`src/rtl/dial_position_tracker_if.sv`:
```
// Rotation-in / zero-crossing-out bundle for dial_position_tracker.
// The master modport is the upstream line decoder side; the slave modport is the tracker itself.
interface dial_position_tracker_if #(
  parameter int unsigned CLICK_BITS  = 10,
  parameter int unsigned DIAL_CLICKS = 100
);
  localparam int unsigned PosBits = $clog2(DIAL_CLICKS);

  logic                  click_valid;
  logic                  click_right_left;
  logic [CLICK_BITS-1:0] click_count;
  logic                  click_ready;
  logic                  zero_crossings_valid;
  logic [CLICK_BITS-1:0] zero_crossings_count;
  logic [PosBits-1:0]    dial_position;
  logic                  overflow_error;

  modport master (
    output click_valid, click_right_left, click_count,
    input  click_ready, zero_crossings_valid, zero_crossings_count, dial_position, overflow_error
  );

  modport slave (
    input  click_valid, click_right_left, click_count,
    output click_ready, zero_crossings_valid, zero_crossings_count, dial_position, overflow_error
  );
endinterface

```
`src/rtl/dial_position_tracker.sv`:
```
// Tracks dial position modulo DIAL_CLICKS and counts zero hits per rotation, one full turn per cycle.
// Define DIAL_POSITION_TRACKER_LANDING_ONLY_EN to report only whether the rotation ends on 0.
module dial_position_tracker #(
  parameter int unsigned CLICK_BITS     = 10,
  parameter int unsigned DIAL_CLICKS    = 100,
  parameter int unsigned START_POSITION = 50
) (
  input  logic                   clk,
  input  logic                   rst_n,
  dial_position_tracker_if.slave bus
);
  localparam int unsigned W  = CLICK_BITS + 1;
  localparam int unsigned PW = $clog2(DIAL_CLICKS);
  localparam logic [W-1:0]  Dial     = W'(DIAL_CLICKS);
  localparam logic [PW-1:0] StartPos = PW'(START_POSITION);

  typedef enum logic [1:0] {StIdle, StTurns, StFinal, StDone} state_e;

  state_e                state_q, state_d;
  logic                  dir_q, dir_d;
  logic [W-1:0]          rem_q, rem_d;
  logic [CLICK_BITS-1:0] acc_q, acc_d;
  logic [PW-1:0]         new_pos_q, new_pos_d;
  logic [PW-1:0]         pos_q, pos_d;
  logic [CLICK_BITS-1:0] zc_count_q, zc_count_d;
  logic                  zc_valid_q, zc_valid_d;
  logic                  overflow_q, overflow_d;

  logic [W-1:0]          p_ext, rem_sub, sum, diff, final_pos;
  logic                  hit;
  logic [CLICK_BITS-1:0] result;

  assign p_ext   = W'(pos_q);
  assign rem_sub = rem_q - Dial;
  assign sum     = p_ext + rem_q;
  assign diff    = p_ext - rem_q;

  // Last partial turn; rem_q < DIAL_CLICKS here, so one conditional wrap suffices.
  always_comb begin
    final_pos = '0;
    hit       = 1'b0;
    if (dir_q) begin
      if (sum >= Dial) begin
        final_pos = sum - Dial;
        hit       = 1'b1;
      end else begin
        final_pos = sum;
      end
    end else if (rem_q == '0) begin
      final_pos = p_ext;
    end else if (pos_q == '0) begin
      final_pos = Dial - rem_q;
    end else if (rem_q >= p_ext) begin
      final_pos = (rem_q == p_ext) ? diff : diff + Dial;
      hit       = 1'b1;
    end else begin
      final_pos = diff;
    end
  end

`ifdef DIAL_POSITION_TRACKER_LANDING_ONLY_EN
  assign result = (new_pos_q == '0) ? CLICK_BITS'(1) : '0;
`else
  assign result = acc_q;
`endif

  always_comb begin
    state_d    = state_q;
    dir_d      = dir_q;
    rem_d      = rem_q;
    acc_d      = acc_q;
    new_pos_d  = new_pos_q;
    pos_d      = pos_q;
    zc_count_d = zc_count_q;
    zc_valid_d = 1'b0;
    // A rotation offered while busy is dropped and flagged until reset.
    overflow_d = overflow_q | (bus.click_valid & (state_q != StIdle));
    case (state_q)
      StIdle: begin
        if (bus.click_valid) begin
          dir_d   = bus.click_right_left;
          rem_d   = W'(bus.click_count);
          acc_d   = '0;
          state_d = (W'(bus.click_count) >= Dial) ? StTurns : StFinal;
        end
      end
      StTurns: begin
        rem_d   = rem_sub;
        acc_d   = acc_q + 1'b1;
        state_d = (rem_sub >= Dial) ? StTurns : StFinal;
      end
      StFinal: begin
        new_pos_d = final_pos[PW-1:0];
        if (hit) acc_d = acc_q + 1'b1;
        state_d = StDone;
      end
      StDone: begin
        pos_d      = new_pos_q;
        zc_count_d = result;
        zc_valid_d = 1'b1;
        state_d    = StIdle;
      end
      default: state_d = StIdle;
    endcase
  end

  always_ff @(posedge clk or negedge rst_n) begin
    if (!rst_n) begin
      state_q    <= StIdle;
      dir_q      <= 1'b0;
      rem_q      <= '0;
      acc_q      <= '0;
      new_pos_q  <= StartPos;
      pos_q      <= StartPos;
      zc_count_q <= '0;
      zc_valid_q <= 1'b0;
      overflow_q <= 1'b0;
    end else begin
      state_q    <= state_d;
      dir_q      <= dir_d;
      rem_q      <= rem_d;
      acc_q      <= acc_d;
      new_pos_q  <= new_pos_d;
      pos_q      <= pos_d;
      zc_count_q <= zc_count_d;
      zc_valid_q <= zc_valid_d;
      overflow_q <= overflow_d;
    end
  end

  assign bus.click_ready          = (state_q == StIdle);
  assign bus.zero_crossings_valid = zc_valid_q;
  assign bus.zero_crossings_count = zc_count_q;
  assign bus.dial_position        = pos_q;
  assign bus.overflow_error       = overflow_q;
endmodule
```
`src/flat_wrapper.sv`:
```
// flat-port wrapper written by rule: the top's interface ports become plain ports
module dial_position_tracker_flat 
#(
  parameter int unsigned CLICK_BITS     = 10,
  parameter int unsigned DIAL_CLICKS    = 100,
  parameter int unsigned START_POSITION = 50
)
  (clk, rst_n, bus_click_valid, bus_click_right_left, bus_click_count, bus_click_ready, bus_zero_crossings_valid, bus_zero_crossings_count, bus_dial_position, bus_overflow_error);
  dial_position_tracker_if #(.CLICK_BITS(CLICK_BITS), .DIAL_CLICKS(DIAL_CLICKS)) bus_i ();
  input  logic clk;
  input  logic rst_n;
  input wire logic [$bits(bus_i.click_valid)-1:0] bus_click_valid;
  input wire logic [$bits(bus_i.click_right_left)-1:0] bus_click_right_left;
  input wire logic [$bits(bus_i.click_count)-1:0] bus_click_count;
  output wire logic [$bits(bus_i.click_ready)-1:0] bus_click_ready;
  output wire logic [$bits(bus_i.zero_crossings_valid)-1:0] bus_zero_crossings_valid;
  output wire logic [$bits(bus_i.zero_crossings_count)-1:0] bus_zero_crossings_count;
  output wire logic [$bits(bus_i.dial_position)-1:0] bus_dial_position;
  output wire logic [$bits(bus_i.overflow_error)-1:0] bus_overflow_error;
  assign bus_i.click_valid = bus_click_valid;
  assign bus_i.click_right_left = bus_click_right_left;
  assign bus_i.click_count = bus_click_count;
  assign bus_click_ready = bus_i.click_ready;
  assign bus_zero_crossings_valid = bus_i.zero_crossings_valid;
  assign bus_zero_crossings_count = bus_i.zero_crossings_count;
  assign bus_dial_position = bus_i.dial_position;
  assign bus_overflow_error = bus_i.overflow_error;
  dial_position_tracker #(.CLICK_BITS(CLICK_BITS), .DIAL_CLICKS(DIAL_CLICKS), .START_POSITION(START_POSITION)) u_core (.clk(clk), .rst_n(rst_n), .bus(bus_i));
endmodule
```
`config.mk`:
```
export PLATFORM = sky130hd
export DESIGN_NAME = dial_position_tracker_flat
export DESIGN_NICKNAME = d
export VERILOG_FILES = /design/src/rtl/dial_position_tracker_if.sv /design/src/rtl/dial_position_tracker.sv /design/src/flat_wrapper.sv
export SDC_FILE = /design/constraint.sdc
export NUM_CORES = 1
export LEC_CHECK = 0
export ABC_AREA = 1
export CORE_UTILIZATION = 60
export CTS_CLUSTER_DIAMETER = 40
export DETAILED_ROUTE_END_ITERATION = 12
export GPL_TIMING_DRIVEN = 1
export HOLD_SLACK_MARGIN = 0.08
export PLACE_DENSITY = 0.93
export REMOVE_ABC_BUFFERS = 1
export SLEW_MARGIN = 25
export SYNTH_ARGS = -nofsm -noshare
export SYNTH_HDL_FRONTEND = slang
export SYNTH_SLANG_ARGS = --single-unit
```
`constraint.sdc`:
```
create_clock -name clk -period 2.8 [get_ports clk]
set_input_delay 0.42 -clock clk [delete_from_list [all_inputs] [get_ports clk]]
set_output_delay 0.42 -clock clk [all_outputs]
set_load 0.1 [all_outputs]
```
; ---- Word level (Yosys, flattened, before mapping)
; Index checks and enable logic that the tools add are counted.
[word_totals]
ff_bits = 50
input_bits = 14
output_inout_bits = 20
wordCells = 58
[op_classes]
add_sub_neg = 7
n_lt_le_gt_ge = 4
eq_ne = 6
n_mux = 21
bitwise_logic = 2
reduce_logical = 9
[ops]
columns = operator, count
row1 = 7-bit 2-to-1 mux, 6
row2 = 10-bit case mux with 3 select lines, 1
row3 = 11-bit by 7-bit greater-or-equal comparator with 1-bit output (second input constant), 2
row4 = 11-bit case mux with 2 select lines, 1
row5 = 10-bit 2-to-1 mux, 2
row6 = 7-bit by 11-bit adder with 11-bit output, 1
row7 = 11-bit by 7-bit == test with 1-bit output, 1
row8 = 11-bit by 7-bit greater-or-equal comparator with 1-bit output, 1
row9 = 11-bit zero test, 1
row10 = 11-bit 2-to-1 mux, 1
row11 = 11-bit by 7-bit subtractor with 11-bit output (second input constant), 1
row12 = 10-bit by 1-bit adder with 10-bit output (second input constant), 1
row13 = 10-bit by 7-bit greater-or-equal comparator with 1-bit output (second input constant), 1
row14 = 2-bit case mux with 4 select lines, 1
row15 = 7-bit adder (second input constant), 1
row16 = 7-bit zero test, 1
row17 = 7-bit subtractor, 1
row18 = 7-bit subtractor (first input constant), 1
row19 = 7-bit subtractor (second input constant), 1
row20 = 1-bit 2-to-1 mux, 6
row21 = 2-bit 2-to-1 mux, 3
row22 = 2-bit == test (second input constant), 2
row23 = 2-bit AND reduction, 2
row24 = 2-bit nonzero test, 2
row25 = other kinds (8), 8

; ---- Logic depth before layout (Yosys ltp)
[depth]
depth_word = 7
mapped_depth = 19
depth_no_buf = 18

; ---- Worst setup path after synthesis
; No wires, ideal clock.
[synth_path]
path_kind = register to register
from = reg u_core.pos_q[2] (netlist: u_core.bus.dial_position[2])
to = reg u_core.acc_q[3]
setup_ps = 118
arrival_time_ps = 2967
t_required_ps = 2682
setup_slack_ps = -284
stages_incl_launch_ff = 19
n_path_buf = 2
period_less_slack_ps = 3084
cell_sequence = dfrtp_1 > inv_1 > ha_1 > buf_6 > inv_6 > a21oi_2 > nand2_1 > nand2_1 > nand2_1 > ha_1 > nand2_1 > nand4_2 > nand2_2 > nand3_4 > nand2_2 > nand2_2 > nand2_4 > buf_6 > o21ai_2
[synth_between]
elab_chain_len = 7
elab_cells_between_ends = 11
classes_between = 1 x add/sub / 2 x order compare / 1 x eq/ne / 5 x mux / 2 x reduce/logical
[synth_lines]
columns = element, line
row1 = "start, declared", dial_position_tracker.sv:24  ; logic [PW-1:0] pos_q, pos_d;
row2 = "start signal, assigned", dial_position_tracker.sv:114  ; pos_q <= StartPos;
row3 = "start signal, assigned", dial_position_tracker.sv:124  ; pos_q <= pos_d;
row4 = "parallel branches: the longest is 4 deep, another holds 7-bit by 11-bit adder with 11-bit output", -
row5 = 1-bit 2-to-1 mux *, dial_position_tracker.sv:42  ; if (dir_q) begin
row6 = 2-bit by 1-bit != test with 1-bit output (no source line) *, -
row7 = 3-bit AND reduction (no source line) *, -
row8 = "end signal, assigned", dial_position_tracker.sv:112  ; acc_q <= '0;
row9 = "end signal, assigned", dial_position_tracker.sv:122  ; acc_q <= acc_d;
row10 = "end, declared", dial_position_tracker.sv:22  ; logic [CLICK_BITS-1:0] acc_q, acc_d;
; Every way passes the cells marked *.
; A chain may end at the register's enable or synchronous reset.

; ---- Worst setup path after layout
[layout_path]
from = reg u_core.pos_q[6] (netlist: u_core.bus.dial_position[6])
to = reg u_core.acc_q[5]
; Same word-level chain as after synthesis.

==> flow_summary_export.csv <==
group,metric,value,unit
clock_network,cts-root-buf,"clkbuf_8",
timing,setup_viol,0,
timing,hold_viol,0,
clock_network,cts.reportedPaths.clkPinSlew,0.10,ns
final_layout,diodes,0,
floorplanning,die_area,7501,sq um
routing,via_per_inst,5.873,
synthesis,async_flop_share,100.0,%
final_layout,seq_area,1259,sq um
timing,max-slew-margin-rel,41.67,%
synthesis,netlist_instances,609,
grt,grt_max_degree,51,
routing,ant_nets,0,
floorplanning,rows,30,
grt,grt_overflow_total,0,
final_layout,design_area,4901,sq um
timing,drv_slew,0,
routing,vias,4387,
flow_run,cap_violations,0,
placement,postPlaceCellArea,4690,sq um
timing,clock_skew,0.01162,ns
final_layout,multi_input_area,2694,sq um
synthesis,ys_seq_area_share,29.30,%
worst_setup_path,cp-start-kind,"flip-flop",
synthesis,ys_top_cells_by_area,"dfrtp_1, nand2_1, ha_1, inv_1, nand3_1",
synthesis,synth-compound-area-share,13.31,%
timing,finalCritPeriodShare,96.47,%
synthesis,synthFlopType,"dfrtp_1",
synthesis,yosys-top-cells-count,"nand2_1, inv_1, nor2_1, nand3_1, dfrtp_1",
placement,gp_congestion,1.082,
routing,wl_per_cell,15.90,um
clock_network,cts.sinks,50,
synthesis,avgSynthCellArea,7.053,sq um
synthesis,synth_warnings,0,
floorplanning,dieHeight,86.61,um
floorplanning,io_pins,34,
clock_network,cts_max_level,2,
worst_setup_path,arrival,2.93,ns
final_layout,area_growth,14.10,%
placement,io_buffers,33,
synthesis,muxShareOfSynthArea,1.573,%
synthesis,synth_top_area_share,25.63,%
synthesis,synth-edff-count,0,
grt,antenna_found_initial,0,
timing,period_needed,2.701,ns
synthesis,synthSimpleGateAreaFrac,32.94,%
timing,fmax,370.2,MHz
timing,tightest_slew,0.8717,ns
worst_setup_path,r2r_start,"u_core.bus.dial_position[6]$_DFFE_PN0P_",
grt,grt_pass1_vias,4089,
worst_setup_path,path_class,"reg2reg",
worst_setup_path,worstSetupEndpointType,"flip-flop",
grt,grt_usage,32.79,%
routing,drt_iter0_drc,450,
clock_network,clockBufferDepth,2,
final_layout,finalNetCount,699,
routing,drt_first_pass_iters,5,
synthesis,yosysMostFrequentCell,"nand2_1",
synthesis,synth-seq-cells,50,
hold_path,hp-class,"in2async",
clock_network,tritoncts,"built",
synthesis,synth_cell_types,46,
floorplanning,die_x,86.61,um
final_layout,n_fill_cell,544,
grt,grt_pass1_wl,19150,um
synthesis,synth_xor_area_share,2.418,%
synthesis,netlist_area,4295,sq um
clock_network,clkLatencyLatePin,0.31,ns
status,outcome,"completed",
clock_network,numCtsBuffers,5,
clock_network,hold_buffers,0,
worst_setup_path,crit_start,"u_core.bus.dial_position[6]$_DFFE_PN0P_",
worst_setup_path,worstPathMaxFanout,6,
final_layout,drive_above_1_share,20.12,%
placement,hpwl,8866,um
routing,drc_errors,0,
worst_setup_path,required,3.03,ns
synthesis,synth_top_family_by_area,"simple AND/OR/NAND/NOR gates",
routing,wl,11880,um
synthesis,synth_top_cell_by_area,"dfrtp_1",
floorplanning,initial_utilization,62.53,%
timing,whs,0.1034,ns
synthesis,synth_fa_ha_area_share,10.54,%
floorplanning,core,6869,sq um
worst paths after layout:
| check | slack (ns) | to | cells after the start |
|---|---|---|---|
| max | 0.1 | u_core.acc_q[5]$_DFFE_PN0P_ | 13 |
| min | 0.10 | u_core.rem_q[10]$_DFFE_PN0P_ | 1 |
| max reg2reg | 0.1 | u_core.acc_q[5]$_DFFE_PN0P_ | 13 |
| min reg2reg | 0.47 | u_core.bus.overflow_error$_DFF_PN0_ | 1 |
| max in group asynchronous | 2.25 | u_core.rem_q[1]$_DFFE_PN0P_ | 1 |
| min in group clk | 0.47 | u_core.bus.overflow_error$_DFF_PN0_ | 1 |
registers in the layout (all words and copies together) (netlist names):
name and cells:
u_core.bus.dial_position 7, u_core.new_pos_q 7, u_core.rem_q 11, u_core.dir_q 1, u_core.bus.overflow_error 1, u_core.acc_q 10
u_core.bus.zero_crossings_count 10, u_core.state_q 2, u_core.bus.zero_crossings_valid 1
repair_timing:
item | 4_1_cts | 5_1_grt
setup endpoints to repair | 0 | 15
endpoints found under the hold margin | 0 | 0
setup buffers | 0 | 2
gates resized for setup | 0 | 13
through the flow:
stage	utilization (%)	worst slack, ns	instances	setup TNS (ns)
2_1_floorplan	-	-0.4387	591	-5.771
3_3_place_gp	68.23	0.1401	735	0
3_5_place_dp	68.27	0.06825	735	0
4_1_cts	69.87	0.04714	743	0
5_1_grt	71.35	-0.06392	747	-0.1395
6_report	71.35	0.09877	747	0
final cells by class:
type                       count  share of cell area (%)
clock buffer                   6                   1.481
clock inverter                 2                  0.7659
inverter                      81                   6.382
multi-input combinational    462                   54.97
sequential                    50                   25.68
tap                           96                   2.451
timing repair buffer          50                   8.272
layer usage:
| layer | GRT usage, % | share of wire, % | up-vias |
|---|---|---|---|
| met4 | 18.64 | 4.8 | 0 |
| li1 | - | - | 2052 |
| met2 | 53.75 | 48 | 229 |
| met5 | 0 | 0 | - |
| met3 | 6.286 | 7.6 | 71 |
| met1 | 40.61 | 40 | 2035 |
cells in the final DEF (no fill, tap or decap), types with 25 or more instances in the layout:
cell	netlist	layout
o21ai_0	41	41
ha_1	33	29
nand2_1	146	146
a21oi_1	27	27
nand2_2	26	25
nand3_1	47	47
dfrtp_1	44	44
nor2_1	53	52
inv_1	71	70
buf_4	3	38
worst max-delay path, cell delays in order (launching register included):
cell,delay (ns)
dfrtp_1,0.44
inv_1,0.16
ha_1,0.44
nand2_1,0.11
nand2_1,0.05
nor2_1,0.13
nand2_1,0.07
nor2_1,0.21
o21ai_0,0.22
a31oi_1,0.30
nand2_4,0.17
nand2_4,0.15
nand2_2,0.08
o21ai_2,0.07
cell families (layout without fill, tap and decap cells):
family | after synthesis | in the layout
and+or+nand+nor | 310 | 312
muxes | 6 | 6
AOI/OAI and AO/OA | 98 | 98
buffers and inverters | 99 | 139
DFF | 50 | 50
adders and majority gates | 35 | 35
xor gates and xnor gates | 11 | 11
Power is not shown: default switching activity piles up to over one toggle a cycle in this logic, so the estimate is an artifact.
